<file path="src/rtl/ps2_keycode_rx.sv">
// PS/2 scan-set-2 keyboard receiver: filters and deserialises frames, tracks E0/F0
// prefixes and holds the HID code of the last pressed mapped key.
module ps2_keycode_rx #(
  parameter int FILTER_LEN     = 8,
  parameter int TIMEOUT_CYCLES = 50000
) (
  input  logic        Clk,
  input  logic        Reset,
  input  logic        ps2_clk,
  input  logic        ps2_data,
  output logic [15:0] keycode,
  output logic        key_valid,
  output logic        frame_err
);

  localparam int FW = $clog2(FILTER_LEN + 1);
  localparam int TW = $clog2(TIMEOUT_CYCLES + 1);

  localparam logic [1:0] IDLE   = 2'd0;
  localparam logic [1:0] DATA   = 2'd1;
  localparam logic [1:0] PARITY = 2'd2;
  localparam logic [1:0] STOP   = 2'd3;

  logic          clk_s1_q, clk_s2_q, data_s1_q, data_s2_q;
  logic          level_q, level_d;
  logic [FW-1:0] filt_cnt_q, filt_cnt_d;
  logic [TW-1:0] to_cnt_q, to_cnt_d;
  logic [1:0]    state_q, state_d;
  logic [2:0]    bit_cnt_q, bit_cnt_d;
  logic [7:0]    shift_q, shift_d;
  logic          par_q, par_d;
  logic          ext_q, ext_d, brk_q, brk_d;
  logic [7:0]    kc_q, kc_d;
  logic          key_valid_q, key_valid_d;
  logic          frame_err_q, frame_err_d;
  logic          sample;
  logic [7:0]    hid;

  // Zero means "not a mapped key"; no HID code used here is zero.
  function automatic logic [7:0] map_hid(input logic ext, input logic [7:0] b);
    logic [7:0] r;
    r = 8'h00;
    case ({ext, b})
      9'h01D: r = 8'h1A;
      9'h01B: r = 8'h16;
      9'h01C: r = 8'h04;
      9'h023: r = 8'h07;
      9'h029: r = 8'h2C;
      9'h175: r = 8'h52;
      9'h172: r = 8'h51;
      9'h16B: r = 8'h50;
      9'h174: r = 8'h4F;
      default: r = 8'h00;
    endcase
    return r;
  endfunction

  always_comb begin
    level_d     = level_q;
    filt_cnt_d  = '0;
    to_cnt_d    = to_cnt_q;
    state_d     = state_q;
    bit_cnt_d   = bit_cnt_q;
    shift_d     = shift_q;
    par_d       = par_q;
    ext_d       = ext_q;
    brk_d       = brk_q;
    kc_d        = kc_q;
    key_valid_d = 1'b0;
    frame_err_d = 1'b0;
    hid         = map_hid(ext_q, shift_q);

    if (clk_s2_q != level_q) begin
      if (filt_cnt_q == FW'(FILTER_LEN - 1)) begin
        level_d = clk_s2_q;
      end else begin
        filt_cnt_d = filt_cnt_q + 1'b1;
      end
    end
    sample = level_q & ~level_d;

    if (state_q == IDLE || sample) begin
      to_cnt_d = '0;
    end else if (to_cnt_q == TW'(TIMEOUT_CYCLES - 1)) begin
      to_cnt_d    = '0;
      state_d     = IDLE;
      frame_err_d = 1'b1;
    end else begin
      to_cnt_d = to_cnt_q + 1'b1;
    end

    if (sample) begin
      case (state_q)
        IDLE: begin
          if (!data_s2_q) begin
            state_d   = DATA;
            bit_cnt_d = '0;
          end
        end
        DATA: begin
          shift_d   = {data_s2_q, shift_q[7:1]};
          bit_cnt_d = bit_cnt_q + 1'b1;
          if (bit_cnt_q == 3'd7) state_d = PARITY;
        end
        PARITY: begin
          par_d   = data_s2_q;
          state_d = STOP;
        end
        default: begin
          state_d = IDLE;
          if (data_s2_q && (^{par_q, shift_q})) begin
            if (shift_q == 8'hE0) begin
              ext_d = 1'b1;
            end else if (shift_q == 8'hF0) begin
              brk_d = 1'b1;
            end else begin
              ext_d = 1'b0;
              brk_d = 1'b0;
              if (hid != 8'h00) begin
                key_valid_d = 1'b1;
                if (!brk_q) kc_d = hid;
                else if (kc_q == hid) kc_d = 8'h00;
              end
            end
          end else begin
            frame_err_d = 1'b1;
          end
        end
      endcase
    end
  end

  always_ff @(posedge Clk) begin
    if (!Reset) begin
      clk_s1_q    <= 1'b1;
      clk_s2_q    <= 1'b1;
      data_s1_q   <= 1'b1;
      data_s2_q   <= 1'b1;
      level_q     <= 1'b1;
      filt_cnt_q  <= '0;
      to_cnt_q    <= '0;
      state_q     <= IDLE;
      bit_cnt_q   <= '0;
      shift_q     <= '0;
      par_q       <= 1'b0;
      ext_q       <= 1'b0;
      brk_q       <= 1'b0;
      kc_q        <= '0;
      key_valid_q <= 1'b0;
      frame_err_q <= 1'b0;
    end else begin
      clk_s1_q    <= ps2_clk;
      clk_s2_q    <= clk_s1_q;
      data_s1_q   <= ps2_data;
      data_s2_q   <= data_s1_q;
      level_q     <= level_d;
      filt_cnt_q  <= filt_cnt_d;
      to_cnt_q    <= to_cnt_d;
      state_q     <= state_d;
      bit_cnt_q   <= bit_cnt_d;
      shift_q     <= shift_d;
      par_q       <= par_d;
      ext_q       <= ext_d;
      brk_q       <= brk_d;
      kc_q        <= kc_d;
      key_valid_q <= key_valid_d;
      frame_err_q <= frame_err_d;
    end
  end

  assign keycode   = {8'h00, kc_q};
  assign key_valid = key_valid_q;
  assign frame_err = frame_err_q;

endmodule

</file>
<file path="config.mk">
export PLATFORM = sky130hd
export DESIGN_NAME = ps2_keycode_rx
export DESIGN_NICKNAME = d
export VERILOG_FILES = /design/src/rtl/ps2_keycode_rx.sv
export SDC_FILE = /design/constraint.sdc
export NUM_CORES = 1
export LEC_CHECK = 0
export BUFFER_PORTS_ARGS = -buffer_cell sky130_fd_sc_hd__buf_2
export CORE_ASPECT_RATIO = 0.6
export CORE_MARGIN = 2
export CORE_UTILIZATION = 45
export DETAILED_ROUTE_END_ITERATION = 10
export SLEW_MARGIN = 20
export SYNTH_ARGS = -nofsm -noshare
export SYNTH_HDL_FRONTEND = slang
export SYNTH_SLANG_ARGS = --single-unit
</file>
<file path="constraint.sdc">
create_clock -name Clk -period 4.4 [get_ports Clk]
set_input_delay 0.88 -clock Clk [delete_from_list [all_inputs] [get_ports Clk]]
set_output_delay 0.88 -clock Clk [all_outputs]
set_load 0.03 [all_outputs]
</file>
==> run_results.csv <==
group,metric,value,unit
run_status,status,"completed",
synth,synthTopCellsByArea,"dfxtp_1 (35%), ha_1 (9.9%), nand3_1 (4.8%), xor2_1 (3.9%), nand2_1 (3.9%)",
worst_setup_path,r2r_cells,8,
power_and_ir_drop,p_leak,1.18,nW
detailed_routing,drt-pass1-iter-count,4,
timing,worst_pin_slew,0.709,ns
synth,synth-edff-count,0,
detailed_routing,routed_wl,5590,um
power_and_ir_drop,cellPowerDensity,265,nW/um2
finish,design_area,3090,um2
floorplan,rows,22,
floorplan,core,6170,um2
synth,synth_top_family_by_area,"simple AND/OR/NAND/NOR gates",
detailed_routing,viasPerCell,5.25,
finish,drive_above_1_share,0.0872,
finish,diodes,0,
worst_setup_path,rr_endpoint,"kc_q[5]",
finish,fin_nets,370,
global_routing,gr-usage-all-layers,0.176,
synth,synth.distinct_cells,55,
floorplan,initial_utilization,0.470,
detailed_routing,vias,2248,
synth,postSynthCellCount,337,
synth,syn_area,2900,um2
timing,setup-tns-final,0,ns
global_routing,grt_first_pass_wirelength,9840,um
worst_setup_path,r2r-start,"filt_cnt_q[0]",
detailed_routing,ant_nets,0,
job,drv_cap,0,
clock_tree,postCtsSetupRepairBufs,0,
synth,post-synth-top-count-cell,"dfxtp_1",
clock_tree,clkSinkCount,50,
power_and_ir_drop,total_power,0.000817,W
synth,yosys_warnings,0,
synth,ys.flop_type,"dfxtp_1",
timing,finalCriticalPeriod,2.52,ns
detailed_routing,post-route-drc-count,0,
timing,grt_setup_unrepaired,"false",
min_path,hold_end,"clk_s2_q",
global_routing,grt_pass1_vias,2040,
clock_tree,clk_path_buf_depth,2,
detailed_routing,routedWlPerCell,13.1,um
finish,syn2layout_area_growth,6.61,%
floorplan,die_x,108,um
timing,clock.fmax,396,MHz
floorplan,die-area,7110,um2
min_path,min-delay-start,"clk_s1_q",
timing,maxSlewHeadroom,0.527,
floorplan,die_y,66.1,um
clock_tree,clkSlewWorstSetupHoldPaths,0.10,ns
place,placed_area,2970,um2
global_routing,overflow,0,
worst_setup_path,endpoint_kind,"flop",
synth,yosys.area_share.adder,0.0994,
timing,final_max_slew_viol_count,0,
detailed_routing,first_iter_violations,123,
worst_setup_path,critPathMaxFanout,17,
synth,synth.avg_cell_area,8.59,um2
clock_tree,root_buffer,"clkbuf_8",
synth,synth_mux_area_frac,0.00691,
synth,synthArstFlopShare,0,
timing,setup_viol,0,
place,post-dp-hpwl,4090,um
synth,yosysTopAreaCellShare,0.346,
clock_tree,cts_max_level,2,
clock_tree,cts_tree,"done",
worst_setup_path,startpoint_type,"flop",
timing,worst_clock_skew,0.00550,ns
clock_tree,worst_skew_pair.late_latency,0.31,ns
place,port_buffers,12,
global_routing,antenna_found_initial,0,
global_routing,grt_max_degree,36,
synth,yosys.area_share.simple,0.268,
floorplan,ios,22,
power_and_ir_drop,ir_drop,0.144,mV
synth,yosys.area.top_type,"dfxtp_1",
timing,hold_viol_final,0,
timing,min_period_over_period,0.574,
clock_tree,numCtsBuffers,5,
clock_tree,hold_buffers,0,
worst_setup_path,arrival,2.78,ns
synth,synth-compound-area-share,0.144,
worst_setup_path,reg2reg_slack,1.88,ns
place,place_congestion,0.822,
worst_setup_path,critical_path_class,"reg2reg",
synth,yosys-top-cells-count,"dfxtp_1 (50), nand2_1 (30), nor2_1 (30), nand3_1 (28), ha_1 (23)",
min_path,hp-class,"reg2reg",
synth,synth_xor_area_frac,0.0739,
synth,synth-seq-cells,50,
clock_tree,ctsResizeCount,0,
synth,seq_area_frac_synth,0.346,
worst_setup_path,critPathRequiredTime,4.66,ns
min_path,min_path_cells,1,
cells by family (layout without fill, tap and decap cells):
group,count (synthesis),after routing
xor+xnor,22,22
flops,50,50
buf+inv,35,34
simple gates,143,143
other cells,1,9
compound gates,61,61
mux,2,2
fa+ha+maj,23,23
final cells by class:
class / instances / area, um2
fillers: 624 / 3080
multi-input cells: 260 / 1750
flip-flops and latches: 50 / 1000
well taps: 84 / 105
clock buffers: 5 / 68.8
repair buffers: 12 / 60.1
inverters: 14 / 52.6
clock inverters: 3 / 48.8
where the power goes:
group | switching [W] | total, W | internal (W)
Sequential | 0.00000193 | 0.000456 | 0.000454
Combinational | 0.0000169 | 0.0000222 | 0.00000528
Clock | 0.000166 | 0.000339 | 0.000173
per-layer routing:
| layer | vias up | global-route usage | share of wire |
|---|---|---|---|
| met1 | 1034 | 0.274 | 0.57 |
| met4 | 0 | 0.0577 | 0.0050 |
| li1 | 1177 | - | - |
| met3 | 2 | 0.0384 | 0.037 |
| met5 | - | 0 | 0 |
| met2 | 35 | 0.233 | 0.39 |
per-stage QoR:
step	setup slack, ns	utilization	instances	hold WS, ns
global placement	1.91	0.482	420	0.395
detailed placement	1.93	0.482	420	0.396
global route	1.66	0.501	428	0.438
finish	1.88	0.501	428	0.419
CTS	1.90	0.501	428	0.422
floorplan	2.14	-	345	0.386
worst max-delay path, stage by stage, from the launching register on:
cell and delay (ns):
dfxtp_1 0.37, ha_1 0.20, nand3b_1 0.20, nor3b_4 0.65, and4_4 0.38, nand3_4 0.08
nor3b_4 0.35, a32oi_1 0.15, nand2_1 0.08
how the worst max path moves through the flow:
stage                             start       to
after global routing      filt_cnt_q[0]  kc_q[2]
after floorplan              shift_q[2]  kc_q[0]
after global placement       shift_q[1]  kc_q[3]
after CTS                 filt_cnt_q[0]  kc_q[5]
after detailed placement  filt_cnt_q[0]  kc_q[2]
final                     filt_cnt_q[0]  kc_q[5]
placed cells by master (no fill, tap or decap), drive strengths merged, types with 4 or more instances in the layout:
cell	count
nor2b	6
nor2	31
conb	9
a32oi	4
nand2	30
nand3	29
o21ai	15
nor3	4
a21boi	11
and2	4
dfxtp	50
inv	15
and4	5
a21oi	11
and3	9
a22oi	7
xnor2	8
buf	12
ha	23
nand2b	7
clkbuf	5
xor2	13
nand4	5
registers in the layout, summed over array words and instances (netlist names):
signal	count
clk_s2_q	1
data_s2_q	1
brk_q	1
clk_s1_q	1
shift_q	8
level_q	1
ext_q	1
frame_err	1
to_cnt_q	16
state_q	2
bit_cnt_q	3
key_valid	1
par_q	1
data_s1_q	1
kc_q	7
filt_cnt_q	4
(Power assumes the default switching activity.)
